===== config.mk =====
export PLATFORM = sky130hd
export DESIGN_NAME = uart_rx
export DESIGN_NICKNAME = d
export VERILOG_FILES = /design/src/rtl/uart_rx_pkg.sv /design/src/rtl/uart_rx_bit_sync.sv /design/src/rtl/uart_rx.sv
export SDC_FILE = /design/constraint.sdc
export NUM_CORES = 1
export LEC_CHECK = 0
export CELL_PAD_IN_SITES_DETAIL_PLACEMENT = 0
export CELL_PAD_IN_SITES_GLOBAL_PLACEMENT = 2
export CORE_MARGIN = 8
export CORE_UTILIZATION = 35
export CTS_BUF_LIST = sky130_fd_sc_hd__clkbuf_4 sky130_fd_sc_hd__clkbuf_8
export CTS_CLUSTER_DIAMETER = 150
export CTS_CLUSTER_SIZE = 8
export DETAILED_ROUTE_END_ITERATION = 12
export PLACE_DENSITY_LB_ADDON = 0.1
export SYNTH_ARGS = -nofsm -noshare
export SYNTH_HDL_FRONTEND = slang
export SYNTH_SLANG_ARGS = --single-unit

===== constraint.sdc =====
create_clock -name CLK -period 1.8 [get_ports CLK]
set_input_delay 0.36 -clock CLK [delete_from_list [all_inputs] [get_ports CLK]]
set_output_delay 0.36 -clock CLK [all_outputs]
set_load 0.03 [all_outputs]

===== src/rtl/uart_rx_pkg.sv =====
// uart_rx_pkg: definitions shared by the UART receive path and its
// transmit-side counterpart.
//   uart_state_e          - 2-bit frame-tracking state encoding
//   UART_CLKS_PER_BIT_DEF - default baud divider (12 MHz / 115200)
//   UART_DATA_BITS        - data bits per frame
//   UART_IDX_W            - width of a bit index inside the data field
package uart_rx_pkg;

  typedef enum logic [1:0] {
    UART_IDLE  = 2'd0,
    UART_START = 2'd1,
    UART_DATA  = 2'd2,
    UART_STOP  = 2'd3
  } uart_state_e;

  localparam int UART_CLKS_PER_BIT_DEF = 104;
  localparam int UART_DATA_BITS        = 8;
  localparam int UART_IDX_W            = $clog2(UART_DATA_BITS);

endpackage


===== src/rtl/uart_rx_bit_sync.sv =====
// bit_sync: two-flop synchroniser for a single asynchronous input.
// Both flops reset to RST_VAL so that the synchronised line shows the
// input's idle level while reset is held.
//   clk_i - destination clock
//   rst_i - asynchronous, active-high reset
//   d_i   - asynchronous input
//   q_o   - synchronised output, two clk_i cycles behind d_i
module bit_sync #(
  parameter logic RST_VAL = 1'b1
) (
  input  logic clk_i,
  input  logic rst_i,
  input  logic d_i,
  output logic q_o
);

  logic meta_q;
  logic sync_q;

  always_ff @(posedge clk_i or posedge rst_i) begin
    if (rst_i) begin
      meta_q <= RST_VAL;
      sync_q <= RST_VAL;
    end else begin
      meta_q <= d_i;
      sync_q <= meta_q;
    end
  end

  assign q_o = sync_q;

endmodule


===== src/rtl/uart_rx.sv =====
// uart_rx: 8N1 UART receiver, LSB first, fixed baud given by CLKS_PER_BIT.
// The line is synchronised, each bit is sampled at mid-period, and finished
// bytes are handed to the core through a one-entry valid/ready register.
//
// state | meaning
// ------+-----------------------------------------------------------
// IDLE  | waiting for a 1->0 edge on the synchronised line
// START | timing half a bit to re-check the start bit (glitch filter)
// DATA  | sampling the 8 data bits, one per bit period
// STOP  | sampling the stop bit, then delivering or flagging the frame
//
//   CLK       - system clock
//   RST       - asynchronous, active-high reset
//   RX        - serial line, idle high, asynchronous to CLK
//   DATA      - received byte, stable while VALID is high
//   VALID     - holding register full
//   READY     - consumer takes DATA when VALID & READY
//   FRAME_ERR - one-cycle pulse when a stop bit is sampled low
//   OVERRUN   - sticky, a byte was dropped because the holding reg was full
//   CLR_ERR   - clears OVERRUN on the next edge
module uart_rx
  import uart_rx_pkg::*;
#(
  parameter int CLKS_PER_BIT = UART_CLKS_PER_BIT_DEF
) (
  input  logic       CLK,
  input  logic       RST,
  input  logic       RX,
  output logic [7:0] DATA,
  output logic       VALID,
  input  logic       READY,
  output logic       FRAME_ERR,
  output logic       OVERRUN,
  input  logic       CLR_ERR
);

  localparam int CW = $clog2(CLKS_PER_BIT);
  localparam logic [CW-1:0]         HALF_M1  = CW'(CLKS_PER_BIT / 2 - 1);
  localparam logic [CW-1:0]         FULL_M1  = CW'(CLKS_PER_BIT - 1);
  localparam logic [UART_IDX_W-1:0] LAST_BIT = UART_IDX_W'(UART_DATA_BITS - 1);

  logic rx_s;
  logic rx_q;

  uart_state_e           state_q;
  logic [CW-1:0]         cnt_q;
  logic [UART_IDX_W-1:0] idx_q;
  logic [7:0]            shift_q;
  logic [7:0]            data_q;
  logic                  valid_q;
  logic                  frame_err_q;
  logic                  overrun_q;

  bit_sync #(
    .RST_VAL(1'b1)
  ) u_rx_sync (
    .clk_i(CLK),
    .rst_i(RST),
    .d_i  (RX),
    .q_o  (rx_s)
  );

  always_ff @(posedge CLK or posedge RST) begin
    if (RST) begin
      rx_q        <= 1'b1;
      state_q     <= UART_IDLE;
      cnt_q       <= '0;
      idx_q       <= '0;
      shift_q     <= '0;
      data_q      <= '0;
      valid_q     <= 1'b0;
      frame_err_q <= 1'b0;
      overrun_q   <= 1'b0;
    end else begin
      rx_q        <= rx_s;
      frame_err_q <= 1'b0;

      // Consumer handshake and error clear; a delivery below overrides both.
      if (valid_q && READY) valid_q <= 1'b0;
      if (CLR_ERR) overrun_q <= 1'b0;

      case (state_q)
        UART_IDLE: begin
          if (rx_q && !rx_s) begin
            cnt_q   <= '0;
            state_q <= UART_START;
          end
        end

        UART_START: begin
          if (cnt_q == HALF_M1) begin
            cnt_q <= '0;
            if (rx_s) begin
              state_q <= UART_IDLE;
            end else begin
              idx_q   <= '0;
              state_q <= UART_DATA;
            end
          end else begin
            cnt_q <= cnt_q + CW'(1);
          end
        end

        UART_DATA: begin
          if (cnt_q == FULL_M1) begin
            cnt_q   <= '0;
            shift_q <= {rx_s, shift_q[7:1]};
            idx_q   <= idx_q + UART_IDX_W'(1);
            if (idx_q == LAST_BIT) state_q <= UART_STOP;
          end else begin
            cnt_q <= cnt_q + CW'(1);
          end
        end

        UART_STOP: begin
          if (cnt_q == FULL_M1) begin
            cnt_q   <= '0;
            state_q <= UART_IDLE;
            if (rx_s) begin
              // A same-cycle READY frees the slot, so the new byte still lands.
              if (!valid_q || READY) begin
                data_q  <= shift_q;
                valid_q <= 1'b1;
              end else begin
                overrun_q <= 1'b1;
              end
            end else begin
              frame_err_q <= 1'b1;
            end
          end else begin
            cnt_q <= cnt_q + CW'(1);
          end
        end

        default: state_q <= UART_IDLE;
      endcase
    end
  end

  assign DATA      = data_q;
  assign VALID     = valid_q;
  assign FRAME_ERR = frame_err_q;
  assign OVERRUN   = overrun_q;

endmodule


==> report_table.html <==
<table>
<tr><th>Metric</th><th>Value</th></tr>
<tr><th colspan="2">Synth</th></tr>
<tr><td>Fraction of registers with async set or reset after synthesis</td><td>1.00</td></tr>
<tr><td>Gate Count Post-Synth</td><td>126</td></tr>
<tr><td>Flop and latch count out of synthesis</td><td>34</td></tr>
<tr><td>Number of distinct standard cells referenced by the synthesized netlist</td><td>34</td></tr>
<tr><td>Area leader, netlist</td><td>sky130_fd_sc_hd__dfrtp_1</td></tr>
<tr><td>Sequential fraction of the synthesis area</td><td>0.568</td></tr>
<tr><td>Count of synthesis-stage warnings from yosys</td><td>0</td></tr>
<tr><td>Most common cell in the netlist</td><td>sky130_fd_sc_hd__dfrtp_1</td></tr>
<tr><td>Post-synth design cell area</td><td>1500 um^2</td></tr>
<tr><td>Nets in the synthesized netlist</td><td>134</td></tr>
<tr><td>EDFF count, synth</td><td>0</td></tr>
<tr><td>Synthesized area per cell</td><td>11.9 um^2</td></tr>
<tr><td>Area contributors post-synth</td><td>sky130_fd_sc_hd__dfrtp_1 (52%), sky130_fd_sc_hd__mux2_2 (13%), sky130_fd_sc_hd__dfstp_2 (5.2%)</td></tr>
<tr><td>Top cell type's share of synthesized area</td><td>0.516</td></tr>
<tr><td>Flip-flop cell with the highest count after synthesis</td><td>sky130_fd_sc_hd__dfrtp_1</td></tr>
<tr><td>Top cells by count, synth</td><td>sky130_fd_sc_hd__dfrtp_1 (31), sky130_fd_sc_hd__mux2_2 (17), sky130_fd_sc_hd__nand2_1 (11)</td></tr>
<tr><th colspan="2">Setup path</th></tr>
<tr><td>Slowest stage cell, crit path</td><td>sky130_fd_sc_hd__or4_4</td></tr>
<tr><td>Top cell family by delay on the critical path</td><td>simple AND/OR/NAND/NOR gates</td></tr>
<tr><td>Buffering stage count on the worst path with inverters included</td><td>1</td></tr>
<tr><td>Slowest stage delay, CP</td><td>0.50 ns</td></tr>
<tr><td>Largest driver fanout on the critical path</td><td>8</td></tr>
<tr><td>Required time of the critical path</td><td>1.97 ns</td></tr>
<tr><td>Worst endpoint data arrival time</td><td>2.05 ns</td></tr>
<tr><td>Crit path from</td><td>cnt_q[0]</td></tr>
<tr><td>Chain of cells forming the critical path</td><td>ha_2, nand4b_1, or4_4, nor2b_2, buf_6, mux2_2</td></tr>
<tr><td>Critical path class</td><td>reg -&gt; reg</td></tr>
<tr><td>Critical register-to-register path endpoint</td><td>DATA[2]</td></tr>
<tr><td>RR Startpoint</td><td>cnt_q[0]</td></tr>
<tr><td>Worst setup endpoint</td><td>DATA[2]</td></tr>
<tr><td>Crit start category</td><td>flip-flop</td></tr>
<tr><td>Length in cells of the worst reg-to-reg path</td><td>6</td></tr>
<tr><td>Critical Path Stages</td><td>6</td></tr>
<tr><td>Nature of the critical path endpoint</td><td>flip-flop</td></tr>
<tr><td>Register-to-register setup slack</td><td>-0.08 ns</td></tr>
<tr><th colspan="2">Cells and area</th></tr>
<tr><td>Combined flip-flop and latch cell area</td><td>855 um^2</td></tr>
<tr><td>Area of the multi-input gates</td><td>624 um^2</td></tr>
<tr><td>Fraction of final layout cells sized beyond drive strength 1</td><td>0.361</td></tr>
<tr><td>Growth of design area from synthesis to finish</td><td>32.4%</td></tr>
<tr><td>Final instance count without filler cells</td><td>221</td></tr>
<tr><td>Total inserted antenna cells</td><td>0</td></tr>
<tr><td>Final-stage net count</td><td>176</td></tr>
<tr><td>Final-layout fill cell count</td><td>412</td></tr>
<tr><th colspan="2">Routing</th></tr>
<tr><td>ANT nets after route</td><td>0</td></tr>
<tr><td>DR iter-0 viols</td><td>46</td></tr>
<tr><td>Via-per-instance ratio</td><td>4.90</td></tr>
<tr><td>Routed wire length per instance</td><td>14.8 um</td></tr>
<tr><td>Number of iterations in the first detailed-routing pass</td><td>4</td></tr>
<tr><td>Total Wirelength</td><td>3.26 mm</td></tr>
<tr><td>DR DRC count</td><td>0</td></tr>
<tr><td>Routed via count</td><td>1083</td></tr>
<tr><th colspan="2">Hold path</th></tr>
<tr><td>Worst Hold Launch</td><td>u_rx_sync.meta_q</td></tr>
<tr><td>Path category of the worst min-delay check</td><td>reg -&gt; reg</td></tr>
<tr><th colspan="2">Power</th></tr>
<tr><td>Power per cell area</td><td>1030 nW/um^2</td></tr>
<tr><td>Worst-case vdd ir drop</td><td>0.467 mV</td></tr>
<tr><td>Leakage component of the power</td><td>0.934 nW</td></tr>
<tr><th colspan="2">Die</th></tr>
<tr><td>Number of rows created at floorplan</td><td>24</td></tr>
<tr><td>Core area</td><td>4230 um^2</td></tr>
<tr><td>Die width</td><td>81.6 um</td></tr>
<tr><td>Initial cell density of the core</td><td>0.355</td></tr>
<tr><td>Number of top-level design ports</td><td>16</td></tr>
<tr><td>Die height</td><td>81.6 um</td></tr>
<tr><td>Total die area</td><td>6650 um^2</td></tr>
<tr><th colspan="2">Placement</th></tr>
<tr><td>Total half-perimeter wirelength after legalization and detailed placement</td><td>2.38 mm</td></tr>
<tr><td>I/O Buffers</td><td>15</td></tr>
<tr><td>GP Congestion</td><td>0.813</td></tr>
<tr><td>Setup slack after placement</td><td>-0.117 ns</td></tr>
<tr><td>Cell count after placement</td><td>212</td></tr>
<tr><th colspan="2">Timing</th></tr>
<tr><td>Final Hold Slack</td><td>0.357 ns</td></tr>
<tr><td>Final Hold Fails</td><td>0</td></tr>
<tr><td>Final-report max-slew violation count</td><td>0</td></tr>
<tr><td>Max Freq</td><td>533 MHz</td></tr>
<tr><td>Slew @ Worst Pin</td><td>0.442 ns</td></tr>
<tr><td>Final worst-path setup slack</td><td>-0.0774 ns</td></tr>
<tr><td>Period utilization</td><td>1.04</td></tr>
<tr><td>Worst Clk Skew</td><td>0.00415 ns</td></tr>
<tr><td>Minimum clock period after layout</td><td>1.88 ns</td></tr>
<tr><td>Setup violations, final</td><td>8</td></tr>
<tr><td>Setup repair after global routing missed its margin</td><td>yes</td></tr>
<tr><td>Relative slew slack</td><td>0.706</td></tr>
<tr><th colspan="2">CTS</th></tr>
<tr><td>Longest Clk Path Bufs</td><td>2</td></tr>
<tr><td>Clock tree from TritonCTS</td><td>yes</td></tr>
<tr><td>Clock slew at the register clock pins of the worst setup and hold paths</td><td>0.07 ns</td></tr>
<tr><td>Buffer type at the clock tree root</td><td>sky130_fd_sc_hd__clkbuf_8</td></tr>
<tr><td>H-Tree Depth</td><td>2</td></tr>
<tr><td>Clk Latency, worst-skew pair</td><td>0.28 ns</td></tr>
<tr><td>Cts bufs inserted</td><td>5</td></tr>
<tr><td>Number of sinks handled by clock tree synthesis</td><td>34</td></tr>
<tr><th colspan="2">GRT</th></tr>
<tr><td>Global route overflow</td><td>0</td></tr>
<tr><td>First-pass GRT wire length</td><td>5.65 mm</td></tr>
<tr><td>Combined global-route utilization of all metal layers</td><td>0.111</td></tr>
<tr><td>Largest net degree at the start of global routing</td><td>35</td></tr>
<tr><td>Number of antenna violations at the first check in global routing</td><td>0</td></tr>
<tr><td>Vias in the first global route</td><td>1162</td></tr>
<tr><th colspan="2">Job</th></tr>
<tr><td>Max_cap viols</td><td>0</td></tr>
<tr><th colspan="2">Outcome</th></tr>
<tr><td>Violations in the final reports</td><td>setup timing</td></tr>
<tr><td>Run status</td><td>finished with violations</td></tr>
</table>
logic make-up after synthesis:
family | Yosys count | share of synthesized area
adder cells (fa/ha/maj) | 3 | 0.0250
AND/OR/NAND/NOR | 35 | 0.132
AO/OA/AOI/OAI | 27 | 0.116
flip-flops | 34 | 0.568
multiplexers | 17 | 0.127
buffers and inverters | 10 | 0.0316
report_power, final:
group	internal [mW]	switching [mW]	total, mW
Combinational	0.274	0.307	0.582
Sequential	0.845	0.0389	0.884
Clock	0.307	0.282	0.589
sequential cells by signal, indices dropped and copies added (netlist names), 3 cells and up, named ones only:
name     flops
DATA         8
shift_q      8
cnt_q        7
idx_q        3
metrics by stage:
| stage | total power [mW] | cell area (um^2) | setup TNS [ns] | utilization |
|---|---|---|---|---|
| floorplan | 1.20 | 1510 | -0.622 | - |
| global placement | 1.46 | 1870 | -0.521 | 0.441 |
| detailed placement | 1.47 | 1870 | -0.860 | 0.441 |
| CTS | 2.07 | 1960 | -0.778 | 0.464 |
| global route | 2.20 | 1990 | -1.46 | 0.470 |
| finish | 2.06 | 1990 | -0.570 | 0.470 |
layer usage:
layer,vias to the layer above,routed length (um),global-route usage
met1,526,1600,0.141
li1,537,-,-
met2,16,1450,0.172
met4,0,30,0.0321
met5,-,0,0
met3,4,180,0.0438
how the worst min path moves through the flow:
stage	end	depth (start not counted)
after floorplan	u_rx_sync.q_o	0
after global placement	u_rx_sync.q_o	0
after detailed placement	u_rx_sync.q_o	0
after CTS	u_rx_sync.q_o	0
after global routing	u_rx_sync.q_o	0
final	u_rx_sync.q_o	0
worst register-to-register path, delay by kind of cell, from the launching register on:
family | cells | cell delay, ns
AND/OR/NAND/NOR | 3 | 0.74
flip-flops | 1 | 0.36
multiplexers | 1 | 0.33
adder cells (fa/ha/maj) | 1 | 0.18
buffers and inverters | 1 | 0.15
placed cells by master, fill, tap and decap left out, drive strengths merged, types with 2 or more instances in the layout:
cell,n
o21ai,7
nand2b,3
nor2b,2
o22ai,3
ha,3
buf,23
clkbuf,6
a21oi,6
nand3,2
dfrtp,31
a211oi,2
mux2,17
nor3,6
dfstp,3
nor2,3
nand2,11
inv,7
clkdlybuf4s50,15
nand4,2
layout make-up:
class / count / share of cell area
clock buffers: 6 / 0.0415
clock inverters: 2 / 0.00628
inverters: 7 / 0.0132
multi-input cells: 82 / 0.313
flip-flops and latches: 34 / 0.429
well taps: 52 / 0.0327
repair buffers: 38 / 0.164
what timing repair did:
action | 4_1_cts | 5_1_grt
setup buffers | 0 | 1
pin swaps | 0 | 3
hold buffers | 0 | 0
endpoints found under the setup margin | 8 | 22
gates resized for setup | 1 | 5
Note: power is estimated with default switching activity, not from simulation.
